**src/rtl/mod_vga_fetch_pkg.sv**
```systemverilog
// Shared constants and state encoding for the VGA framebuffer prefetch engine.
package mod_vga_fetch_pkg;

    // Byte stride between consecutive 32-bit framebuffer words.
    localparam logic [31:0] ADDR_STRIDE = 32'd4;

    typedef enum logic [1:0] {
        ST_IDLE = 2'b00,
        ST_REQ  = 2'b01,
        ST_GAP  = 2'b10,
        ST_DONE = 2'b11
    } fetch_state_t;

endpackage

```
**src/rtl/mod_vga_fetch_fifo.sv**
```systemverilog
// First-word fall-through FIFO for fetched pixel words. The head word is
// registered so it holds its last value once the FIFO drains.
module vga_fetch_fifo #(
    parameter int DEPTH = 8
) (
    input  logic                       clk,
    input  logic                       rst,
    input  logic                       push,
    input  logic                       pop,
    input  logic                       flush,
    input  logic [31:0]                wdata,
    output logic [31:0]                rdata,
    output logic [$clog2(DEPTH):0]     count
);
    localparam int AW = $clog2(DEPTH);

    logic [31:0]   mem [DEPTH];
    logic [AW-1:0] rd_ptr;
    logic [AW-1:0] wr_ptr;
    logic [AW-1:0] rd_nxt;
    logic [AW:0]   cnt;
    logic [31:0]   head;
    logic          do_push;
    logic          do_pop;

    // Effective push/pop: flush wins, pops on empty and pushes on full are dropped.
    always_comb begin
        rd_nxt  = rd_ptr + AW'(1);
        do_pop  = pop && (cnt != '0) && !flush;
        do_push = push && !flush && ((cnt != (AW+1)'(DEPTH)) || do_pop);
    end

    // Storage array; contents need no reset because count gates every read.
    always_ff @(posedge clk) begin
        if (do_push) begin
            mem[wr_ptr] <= wdata;
        end
    end

    // Pointers, occupancy and registered head word.
    always_ff @(posedge clk or negedge rst) begin
        if (!rst) begin
            rd_ptr <= '0;
            wr_ptr <= '0;
            cnt    <= '0;
            head   <= '0;
        end else if (flush) begin
            rd_ptr <= '0;
            wr_ptr <= '0;
            cnt    <= '0;
        end else begin
            if (do_push) begin
                wr_ptr <= wr_ptr + AW'(1);
            end
            if (do_pop) begin
                rd_ptr <= rd_nxt;
            end
            if (do_push && !do_pop) begin
                cnt <= cnt + (AW+1)'(1);
            end else if (do_pop && !do_push) begin
                cnt <= cnt - (AW+1)'(1);
            end
            // Head follows the next stored word, or the incoming word when
            // it becomes the only entry.
            if (do_pop) begin
                if (cnt > (AW+1)'(1)) begin
                    head <= mem[rd_nxt];
                end else if (do_push) begin
                    head <= wdata;
                end
            end else if (do_push && (cnt == '0)) begin
                head <= wdata;
            end
        end
    end

    assign rdata = head;
    assign count = cnt;

endmodule

```
**src/rtl/mod_vga_fetch.sv**
```systemverilog
// Framebuffer prefetch engine: walks the framebuffer once per frame over the
// SRAM bypass port, one read in flight, and buffers words for scan-out.
module mod_vga_fetch
    import mod_vga_fetch_pkg::*;
#(
    parameter int FIFO_DEPTH  = 8,
    parameter int FRAME_WORDS = 76800
) (
    input  logic        clk,
    input  logic        rst,
    input  logic [31:0] fb_base,
    input  logic        frame_start,
    input  logic        pix_pop,
    output logic [31:0] pix_data,
    output logic        pix_valid,
    output logic        underrun,
    output logic [31:0] mod_vga_sram_addr,
    output logic        mod_vga_sram_read,
    input  logic        mod_vga_sram_rdy,
    input  logic [31:0] mod_vga_sram_data
);
    localparam int CW = $clog2(FIFO_DEPTH) + 1;
    localparam int WW = $clog2(FRAME_WORDS + 1);

    fetch_state_t  state_q, state_d;
    logic [31:0]   addr_q, addr_d;
    logic [31:0]   req_addr_q, req_addr_d;
    logic [WW-1:0] words_q, words_d;
    logic          disc_q, disc_d;
    logic          under_q;
    logic          fifo_push;
    logic          fifo_flush;
    logic [CW-1:0] fifo_count;
    logic          slot_free;
    logic [31:0]   base_aligned;

    assign base_aligned = fb_base & ~32'd3;
    assign slot_free    = fifo_count < CW'(FIFO_DEPTH);

    vga_fetch_fifo #(
        .DEPTH (FIFO_DEPTH)
    ) u_fifo (
        .clk   (clk),
        .rst   (rst),
        .push  (fifo_push),
        .pop   (pix_pop),
        .flush (fifo_flush),
        .wdata (mod_vga_sram_data),
        .rdata (pix_data),
        .count (fifo_count)
    );

    // Next-state, address/counter updates and FIFO control.
    always_comb begin
        state_d    = state_q;
        addr_d     = addr_q;
        req_addr_d = req_addr_q;
        words_d    = words_q;
        disc_d     = disc_q;
        fifo_push  = 1'b0;
        fifo_flush = 1'b0;
        unique case (state_q)
            ST_IDLE, ST_DONE: begin
                if (frame_start) begin
                    addr_d  = base_aligned;
                    words_d = WW'(FRAME_WORDS);
                    if (slot_free) begin
                        state_d    = ST_REQ;
                        req_addr_d = base_aligned;
                    end else begin
                        state_d = ST_GAP;
                    end
                end
            end
            ST_REQ: begin
                if (frame_start) begin
                    // In-flight access cannot be aborted: keep the request
                    // address stable and drop its data when it returns. A
                    // completion on this same edge is dropped directly.
                    fifo_flush = 1'b1;
                    addr_d     = base_aligned;
                    words_d    = WW'(FRAME_WORDS);
                    if (mod_vga_sram_rdy) begin
                        state_d = ST_GAP;
                        disc_d  = 1'b0;
                    end else begin
                        disc_d = 1'b1;
                    end
                end else if (mod_vga_sram_rdy) begin
                    state_d = ST_GAP;
                    if (disc_q) begin
                        disc_d = 1'b0;
                    end else begin
                        fifo_push = 1'b1;
                        addr_d    = addr_q + ADDR_STRIDE;
                        words_d   = words_q - WW'(1);
                    end
                end
            end
            ST_GAP: begin
                if (frame_start) begin
                    fifo_flush = 1'b1;
                    addr_d     = base_aligned;
                    words_d    = WW'(FRAME_WORDS);
                    state_d    = ST_REQ;
                    req_addr_d = base_aligned;
                end else if (words_q == '0) begin
                    state_d = ST_DONE;
                end else if (slot_free) begin
                    state_d    = ST_REQ;
                    req_addr_d = addr_q;
                end
            end
            default: state_d = ST_IDLE;
        endcase
    end

    // State, address, word counter and discard flag registers.
    always_ff @(posedge clk or negedge rst) begin
        if (!rst) begin
            state_q    <= ST_IDLE;
            addr_q     <= '0;
            req_addr_q <= '0;
            words_q    <= '0;
            disc_q     <= 1'b0;
        end else begin
            state_q    <= state_d;
            addr_q     <= addr_d;
            req_addr_q <= req_addr_d;
            words_q    <= words_d;
            disc_q     <= disc_d;
        end
    end

    // Sticky underrun: set by a pop on empty, cleared at each frame start.
    always_ff @(posedge clk or negedge rst) begin
        if (!rst) begin
            under_q <= 1'b0;
        end else if (frame_start) begin
            under_q <= 1'b0;
        end else if (pix_pop && !pix_valid) begin
            under_q <= 1'b1;
        end
    end

    assign pix_valid         = fifo_count != '0;
    assign underrun          = under_q;
    assign mod_vga_sram_read = state_q == ST_REQ;
    assign mod_vga_sram_addr = req_addr_q;

endmodule

```
**config.mk**
```make
export PLATFORM = sky130hd
export DESIGN_NAME = mod_vga_fetch
export DESIGN_NICKNAME = d
export VERILOG_FILES = /design/src/rtl/mod_vga_fetch_pkg.sv /design/src/rtl/mod_vga_fetch_fifo.sv /design/src/rtl/mod_vga_fetch.sv
export SDC_FILE = /design/constraint.sdc
export NUM_CORES = 1
export LEC_CHECK = 0
export BUFFER_PORTS_ARGS = -buffer_cell sky130_fd_sc_hd__buf_2
export CORE_ASPECT_RATIO = 1.5
export CORE_MARGIN = 3
export CORE_UTILIZATION = 64
export DETAILED_ROUTE_END_ITERATION = 8
export PLACE_DENSITY_LB_ADDON = 0.2
export SLEW_MARGIN = 20
export SYNTH_ARGS = -nofsm -noshare
export SYNTH_HDL_FRONTEND = slang
export SYNTH_SLANG_ARGS = --single-unit
```
**constraint.sdc**
```tcl
create_clock -name clk -period 7.95 [get_ports clk]
set_input_delay 0 -clock clk [delete_from_list [all_inputs] [get_ports clk]]
set_output_delay 0 -clock clk [all_outputs]
set_load 0.02 [all_outputs]
```
== Word level (Yosys, flattened, before mapping) ==
Memory sizes are Yosys's and may differ from the RTL's.
Index checks and enable logic that the tools add are counted.
Widths: inputs -> output; s select.
Cells by class
  order comparisons: 2
  reduce and logical (&&, ||, !) cells: 32
  bitwise operators: 1
  mux-type cells: 47
  equality and inequality tests: 14
  add/sub/neg operators: 6
Operators with widths (number)
  $mux 32: 13
  $pmux 32 s2: 2
  $mux 17: 4
  $pmux 17 s2: 1
  $add 32x3->32 const B: 1
  $logic_not 17->1: 1
  $sub 17x1->17 const B: 1
  $mux 1: 13
  $mux 2: 6
  $mux 3: 4
  $mux 4: 3
  $reduce_bool 2->1: 6
  $ne 3x3->1 const B: 3
  $reduce_and 3->1: 3
  $logic_and 1x1->1: 8
  $ne 4x4->1 const B: 2
  $add 3x1->3 const B: 2
  $ne 3x2->1 const B: 2
  $pmux 2 s3: 1
  $reduce_and 5->1: 1
  $add 4x1->4 const B: 1
  $eq 2x2->1 const B: 2
  $gt 4x1->1 const B: 1
  $logic_not 1->1: 4
  other kinds (14): 17
Storage, ports and cells
  RAM bits: 256
  bits of input ports: 69
  memories: 1
  flip-flop bits (word level): 127
  logic and storage cells: 113
  output and inout port bits: 67
Memory list
  u_fifo.mem: words 8, bits a word 32, read ports 1, clocked after Yosys merged registers in 0, write ports 1, line mod_vga_fetch_fifo.sv:17  | logic [31:0] mem [DEPTH];

== Longest topological paths before layout ==
Gate-level depths: netlist (run 1).
  word-level depth: 12
  depth in mapped cells: 10
  mapped depth without buffers: 8

== Modules after synthesis ==
Synthesis (run 1) repeated with hierarchy kept, for this count alone.
Second synthesis, totals
  cells, all modules: 1079
  area total of the unflattened synthesis: 16084.2 um2
Modules (own cells, without submodules)
  vga_fetch_fifo: times used 1, area each 11654.9 um2, cells each 594, sequential area each 8738.4 um2
  mod_vga_fetch: times used 1, area each 4429.2 um2, cells each 485, sequential area each 2052.0 um2

== Worst setup path after synthesis (run 1) ==
No wires, ideal clock.
  path kind: register to register
  start: register state_q[1]
  end: memory u_fifo.mem[0][0] (enable)
  cell stages (with the launch flop): 7
  clock period less this slack: 4.177 ns
  library setup time: 0.461 ns
  required time: 7.489 ns
  data arrival time: 3.715 ns
  path slack: 3.773 ns
  path through: dfrtp_1 inv_1 ha_1 buf_2 o2111ai_1 or2_2 nor3_1
On the way
  longest elaborated chain between the ends: 9
Ends and longest elaborated chain
  start: declaration: line mod_vga_fetch.sv:25  | fetch_state_t state_q, state_d;
  start signal: assignment: line mod_vga_fetch.sv:127  | state_q <= state_d;
  $eq 2x1->1 (*)
  named net mod_vga_sram_read: line mod_vga_fetch.sv:18  | output logic mod_vga_sram_read,
  $reduce_or 2->1 (no line)
  $mux 1
  $logic_not 1->1: line mod_vga_fetch_fifo.sv:29, mod_vga_fetch_fifo.sv:30
  $logic_and 1x1->1: line mod_vga_fetch_fifo.sv:29  | do_pop = pop && (cnt != '0) && !flush;
  $logic_or 1x1->1: line mod_vga_fetch_fifo.sv:30  | do_push = push && !flush && ((cnt != (AW+1)'(DEPTH)) || do_pop);
  $logic_and 1x1->1 (*): line mod_vga_fetch_fifo.sv:30
  $mux 1 (*): line mod_vga_fetch_fifo.sv:35  | if (do_push) begin
  $mux 1 (not written as such) (*): line mod_vga_fetch_fifo.sv:36  | mem[wr_ptr] <= wdata;
  end: declaration: line mod_vga_fetch_fifo.sv:17
The timed path passes the listed nets; every way through them passes the cells marked *.

== Worst setup path in the final report (run 1) ==
  start: register u_fifo.cnt[0] (netlist: u_fifo.count[0])
  end: register u_fifo.head[22] (netlist: u_fifo.rdata[22])
On the way
  longest elaborated chain between the ends: 8
Ends and longest elaborated chain
  start: declaration: line mod_vga_fetch_fifo.sv:21  | logic [AW:0] cnt;
  start signal: assignment: line mod_vga_fetch_fifo.sv:59  | cnt <= cnt + (AW+1)'(1);
  start signal: assignment: line mod_vga_fetch_fifo.sv:61  | cnt <= cnt - (AW+1)'(1);
  parallel branches: the longest is 8 deep, another holds $gt 4x1->1
  end signal: assignment: line mod_vga_fetch_fifo.sv:67  | head <= mem[rd_nxt];
  end signal: assignment: line mod_vga_fetch_fifo.sv:69  | head <= wdata;
  end signal: assignment: line mod_vga_fetch_fifo.sv:72  | head <= wdata;
  end: declaration: line mod_vga_fetch_fifo.sv:22  | logic [31:0] head;
Several ways; the timed one is not identified.
A chain may end at the register's enable or synchronous reset.

==> run metrics, run 1 <==
Area Overhead vs Synth 17.5%; WP data arrival 3.51 ns; CTS Buffer Depth 3; nets 1358; max-cap violations 0; IO Count 136; crit share post-route 39.3%; Synth top area share 48.2%; row count 70; Reg clk slew, reported paths 0.07 ns; DRC 0; vias in the first global route 10.3k; ant diodes 0; reg2reg setup slack 4.83 ns; Post-synth EDFFs 256; share of cells above drive strength 1 22.9%; Synth Flop Type edfxtp_1; full die area 26900 µm²; class of the most critical setup path reg2reg; Post-Route WL 36100 µm; H-tree depth 2; skew final 0.0250 ns; DR iter-0 viols 686; startpoint types flip-flop; DIE WIDTH 135 µm; hpwl dp 20000 µm; GRT overflow 0; synth unique cells 72; worst flop-to-flop path endpoint u_fifo.rdata[22]; worst vdd ir 0.000250 V; HP Class in2async; commonest non-fill, non-tap cell in the layout edfxtp_1; status completed; Slew Limit Fails 0; initial antenna violation count 0; largest net degree at the start of global routing 69; critical path peak fanout 33; Fin Setup TNS 0 ns; Hold Vio Cnt, Final 0; async set-or-reset flop fraction in the synthesized netlist 32.6%; Required @ worst endpoint 8.33 ns; Clk Latency, worst-skew pair 0.53 ns; hold buffers post-CTS 65; Post-Synthesis Cells 1088; area leader, netlist edfxtp_1; DRT Pass-1 Iters 5; Vias 10.2k; FF+latch count, synth 380; CP Capture Type flip-flop; routability congestion estimate 0.872; actual slew at the worst max-slew pin 1.09 ns; RSZ-0062 raised after global routing no; Setup Viol. Count Final 0; Clock Tree Root clkbuf_16; yosys warns 0; Leak Pwr 0.00691 µW; fmax 320 MHz; chip height 199 µm; initial core utilization 65.2%; GRT Overall Usage 27.2%; reg2reg path depth 8; reg-to-reg startpoint u_fifo.count[0]; global-route wire length before repair 56200 µm; register area share after synthesis 67.7%; synth top area cells edfxtp_1 48%, dfrtp_1 19%, mux4_2 9.0%, nand2_1 2.5%, a21oi_1 2.4%; Via density 6.28; syn_nets 1168; Sink Count 380; Synth Cell Area 15900 µm²; Post-CTS Setup Inserts 0; antenna-violating nets left 0; total CTS buffers 36; Relative slew margins 27.1%; Avg Inst Size Synth 14.7 µm²; Tmin final 3.13 ns; DR WL/cell 22.2 µm; CTS tree yes; commonest cells after routing, fill and taps aside 256 x edfxtp_1, 132 x buf_2, 124 x dfrtp_1, 105 x nand2_1, 78 x a21oi_1; port buffer count 133; Pwr Total 6460 µW; CORE AREA 24400 µm²; post_cts resized 0; power density over the cells 345 nW/µm²
-- registers in the layout, summed over array words and instances, names as in the netlist --
| register | count |
|---|---|
| u_fifo.wr_ptr | 3 |
| mod_vga_sram_addr | 31 |
| u_fifo.rdata | 32 |
| u_fifo.count | 4 |
| words_q | 17 |
| state_q | 2 |
| addr_q | 30 |
| u_fifo.mem | 256 |
| disc_q | 1 |
| u_fifo.rd_ptr | 3 |
| underrun | 1 |
-- area by class of cell --
type	count	area [µm²]
flip-flops and latches	380	10800
fillers	1401	5710
multi-input cells	627	4880
repair buffers	215	1450
clock buffers	52	1010
well taps	324	405
clock inverters	12	128
inverters	18	67.6
-- per-layer routing --
| layer | vias up | GRT usage [%] | wire (µm) |
|---|---|---|---|
| met1 | 5146 | 34.6 | 13900 |
| li1 | 4583 | - | - |
| met2 | 391 | 47.0 | 19000 |
| met3 | 98 | 4.08 | 2000 |
| met4 | 0 | 11.8 | 1320 |
| met5 | - | 0 | 0 |
-- critical path, cell delays in order, from the launching register on --
cell	delay, ns
dfrtp_1	0.42
inv_1	0.12
ha_1	0.26
nor3_1	0.57
o311ai_4	0.12
buf_4	0.32
or2_2	0.69
o22ai_1	0.39
a21oi_1	0.08
-- power by group --
group          leakage, µW  switching [µW]  internal [µW]
Clock             0.000560             716            955
Sequential         0.00373             225           2390
Combinational      0.00262            1240            923
-- per-stage QoR --
stage | worst slack [ns] | std cells | util [%] | cell area [µm²] | hold slack [ns]
detailed placement | 4.83 | 1499 | 69.3 | 16900 | 0.0326
CTS | 4.81 | 1628 | 76.7 | 18700 | 0.0126
finish | 4.83 | 1628 | 76.7 | 18700 | 0.0324
floorplan | 3.77 | 1088 | - | 15900 | -0.296
global placement | 4.91 | 1499 | 69.3 | 16900 | 0.0291
global route | 4.57 | 1628 | 76.7 | 18700 | 0.0459
-- worst max-delay path by stage --
| stage | from | slack (ns) | to |
|---|---|---|---|
| 2_1_floorplan | state_q[1] | 3.77 | u_fifo.mem[0][0] |
| 3_3_place_gp | u_fifo.count[1] | 4.91 | u_fifo.rdata[21] |
| 3_5_place_dp | u_fifo.count[0] | 4.83 | u_fifo.rdata[22] |
| 4_1_cts | state_q[0] | 4.81 | u_fifo.rdata[29] |
| 5_1_grt | state_q[0] | 4.57 | u_fifo.rdata[29] |
| 6_report | u_fifo.count[0] | 4.83 | u_fifo.rdata[22] |
-- synth_stat cells (6+ instances only) --
| library cell | count |
|---|---|
| and3_1 | 10 |
| o22ai_1 | 41 |
| nor2b_1 | 8 |
| nand2_1 | 105 |
| clkbuf_1 | 32 |
| buf_2 | 19 |
| nor2_1 | 74 |
| xnor2_1 | 12 |
| nand3_1 | 19 |
| nor3_1 | 16 |
| mux2i_1 | 33 |
| xor2_1 | 6 |
| a21oi_1 | 78 |
| nor4_1 | 9 |
| edfxtp_1 | 256 |
| mux4_2 | 64 |
| a31oi_1 | 32 |
| nand4_1 | 12 |
| inv_1 | 18 |
| o21ai_0 | 24 |
| ha_1 | 11 |
| dfrtp_1 | 124 |
-- kinds of logic (layout without fill, tap and decap cells) --
family / Yosys count / count (layout) / synth area share, %
compound gates: 217 / 217 / 8.34
xor+xnor: 19 / 19 / 1.09
fa+ha+maj: 11 / 11 / 0.863
buf+inv: 81 / 297 / 2.55
flops: 380 / 380 / 67.7
mux: 98 / 98 / 11.2
simple gates: 282 / 282 / 8.28
Note: power is estimated with default switching activity, not from simulation.
==> run 2, diff against run 1 <==
- CORE_UTILIZATION: 64 -> 54
- clock period: 7.95 -> 2.8 ns (I/O delays scaled with it)
==> run 2 against run 1 <==
- routed wire length rose by 1.5%
- highest routed layer unchanged
- combinational power rose to 3.0 times the previous value
- critical endpoint is now addr_q[31]
- via count fell by 0.93%
- critical path depth fell by 2
- sequential power rose to 2.8 times the previous value
==> run metrics, run 2 (synthesized netlist as in run 1, its figures left out) <==
status completed; port buffer count 133 (unchanged); largest net degree at the start of global routing 67 (-2.9%); Via density 5.85 (-6.8%); nets 1393 (+2.6%); crit share post-route 93.6% (+54 points); Clock Tree Root clkbuf_16; CORE AREA 28900 µm² (+18%); Vias 10.1k (-0.93%); max FFs per register 256 (unchanged); largest reg by FF count u_fifo.mem; critical path peak fanout 9 (-73%); DR WL/cell 21.2 µm (-4.6%); Post-Route WL 36700 µm (+1.5%); Sink Count 380 (unchanged); ant diodes 0 (unchanged); CTS Buffer Depth 3 (unchanged); CTS tree yes; DIE WIDTH 146 µm (+8.5%); antenna-violating nets left 0 (unchanged); power density over the cells 991 nW/µm² (+190%); H-tree depth 2 (unchanged); Setup Viol. Count Final 0 (unchanged); global-route wire length before repair 58900 µm (+4.8%); IO Count 136 (unchanged); hpwl dp 22400 µm (+12%); commonest non-fill, non-tap cell in the layout edfxtp_1; reg2reg path depth 6 (-2); DR iter-0 viols 692 (+0.87%); startpoint types flip-flop; Area Overhead vs Synth 22.0%; fillers 2021 (+44%); HP Class in2async; GRT overflow 0 (unchanged); routability congestion estimate 0.887 (+1.7%); CP Capture Type flip-flop; chip height 216 µm (+8.6%); Relative slew margins 57.2% (+30 points); Required @ worst endpoint 3.20 ns (-5.13 ns); row count 76 (+8.6%); vias in the first global route 10.5k (+2.5%); class of the most critical setup path reg2reg; actual slew at the worst max-slew pin 0.641 ns (-0.448 ns); Pwr Total 19300 µW (+200%); share of cells above drive strength 1 25.0% (+2.1 points); Post-CTS Setup Inserts 0 (unchanged); skew final 0.0236 ns (-0.00141 ns); full die area 31700 µm² (+18%); Slew Limit Fails 0 (unchanged); Clk Latency, worst-skew pair 0.53 ns (about the same); max-cap violations 0 (unchanged); worst vdd ir 0.000830 V (+230%); Final Cell Area 19500 µm² (+3.8%); commonest cells after routing, fill and taps aside 256 x edfxtp_1, 132 x buf_2, 124 x dfrtp_1, 105 x nand2_1, 78 x a21oi_1; DP Area 17400 µm² (+2.9%); initial core utilization 55.1% (-10 points); Multi-input gate area 4890 µm² (+0.31%); Tmin final 2.62 ns (-0.505 ns); DRT Pass-1 Iters 6 (+1); initial antenna violation count 0 (unchanged); WP data arrival 3.02 ns (-0.49 ns); GRT Overall Usage 23.6% (-3.6 points); Leak Pwr 0.00720 µW (+4.2%); DRC 0 (unchanged); fmax 382 MHz (+19%); Seq. cell area 10800 µm² (unchanged); Reg clk slew, reported paths 0.06 ns (about the same); total CTS buffers 36 (unchanged); RSZ-0062 raised after global routing no; Hold Vio Cnt, Final 0 (unchanged)
run 2: path summary, 6_finish.rpt:
check	from	endpoint	slack (ns)
worst max-delay path	addr_q[10]	addr_q[31]	0.18
worst min-delay path	rst	mod_vga_sram_addr[15]	0.02
worst max register to register	addr_q[10]	addr_q[31]	0.18
worst min register to register	underrun	underrun	0.49
max in group asynchronous	rst	addr_q[20]	2.01
min in group clk	mod_vga_sram_data[5]	u_fifo.mem[3][5]	0.28
run 2: what timing repair did:
| item | CTS | global route |
|---|---|---|
| resized for setup | 0 | 1 |
| hold endpoints to repair | 463 | 0 |
| endpoints found under the setup margin | 0 | 1 |
| hold buffers | 71 | 0 |
run 2: through the flow:
stage	worst slack (ns)	instances	setup TNS [ns]	hold slack [ns]	util, %
final	0.180	1731	0	0.0201	67.3
after floorplan	-0.507	1088	-45.22	-0.296	-
after detailed placement	0.291	1594	0	0.0318	60.3
after global routing	0.0248	1731	0	0.0765	67.3
after global placement	0.356	1594	0	0.0387	60.3
after CTS	0.138	1731	0	0.0335	67.3
run 2: power by group:
part / total [µW] / internal [µW] / switching, µW
Clock: 5320 / 3250 / 2070
Combinational: 6550 / 2900 / 3640
Sequential: 7400 / 6790 / 611
run 2: cell type report:
type | count | area share [%]
flip-flops and latches | 380 | 55.5
multi-input cells | 627 | 25.2
repair buffers | 250 | 9.78
clock buffers | 43 | 5.04
well taps | 390 | 2.51
clock inverters | 23 | 1.69
inverters | 18 | 0.347
run 2: routing by layer:
layer / up-vias / share of wire [%] / global-route usage, %
met5: - / 0 / 0
met4: 0 / 3.0 / 7.91
met3: 73 / 4.9 / 3.93
met2: 306 / 53 / 42.4
met1: 5092 / 39 / 29.1
li1: 4652 / - / -
run 2: worst max-delay path, cell delays in order, from the launching register on:
cell and delay [ns]:
dfrtp_1 0.48, nand4_2 0.21, or4_4 0.62, nor4_1 0.40, xnor2_1 0.17, o21ai_1 0.07
dlygate4sd3_1 0.56
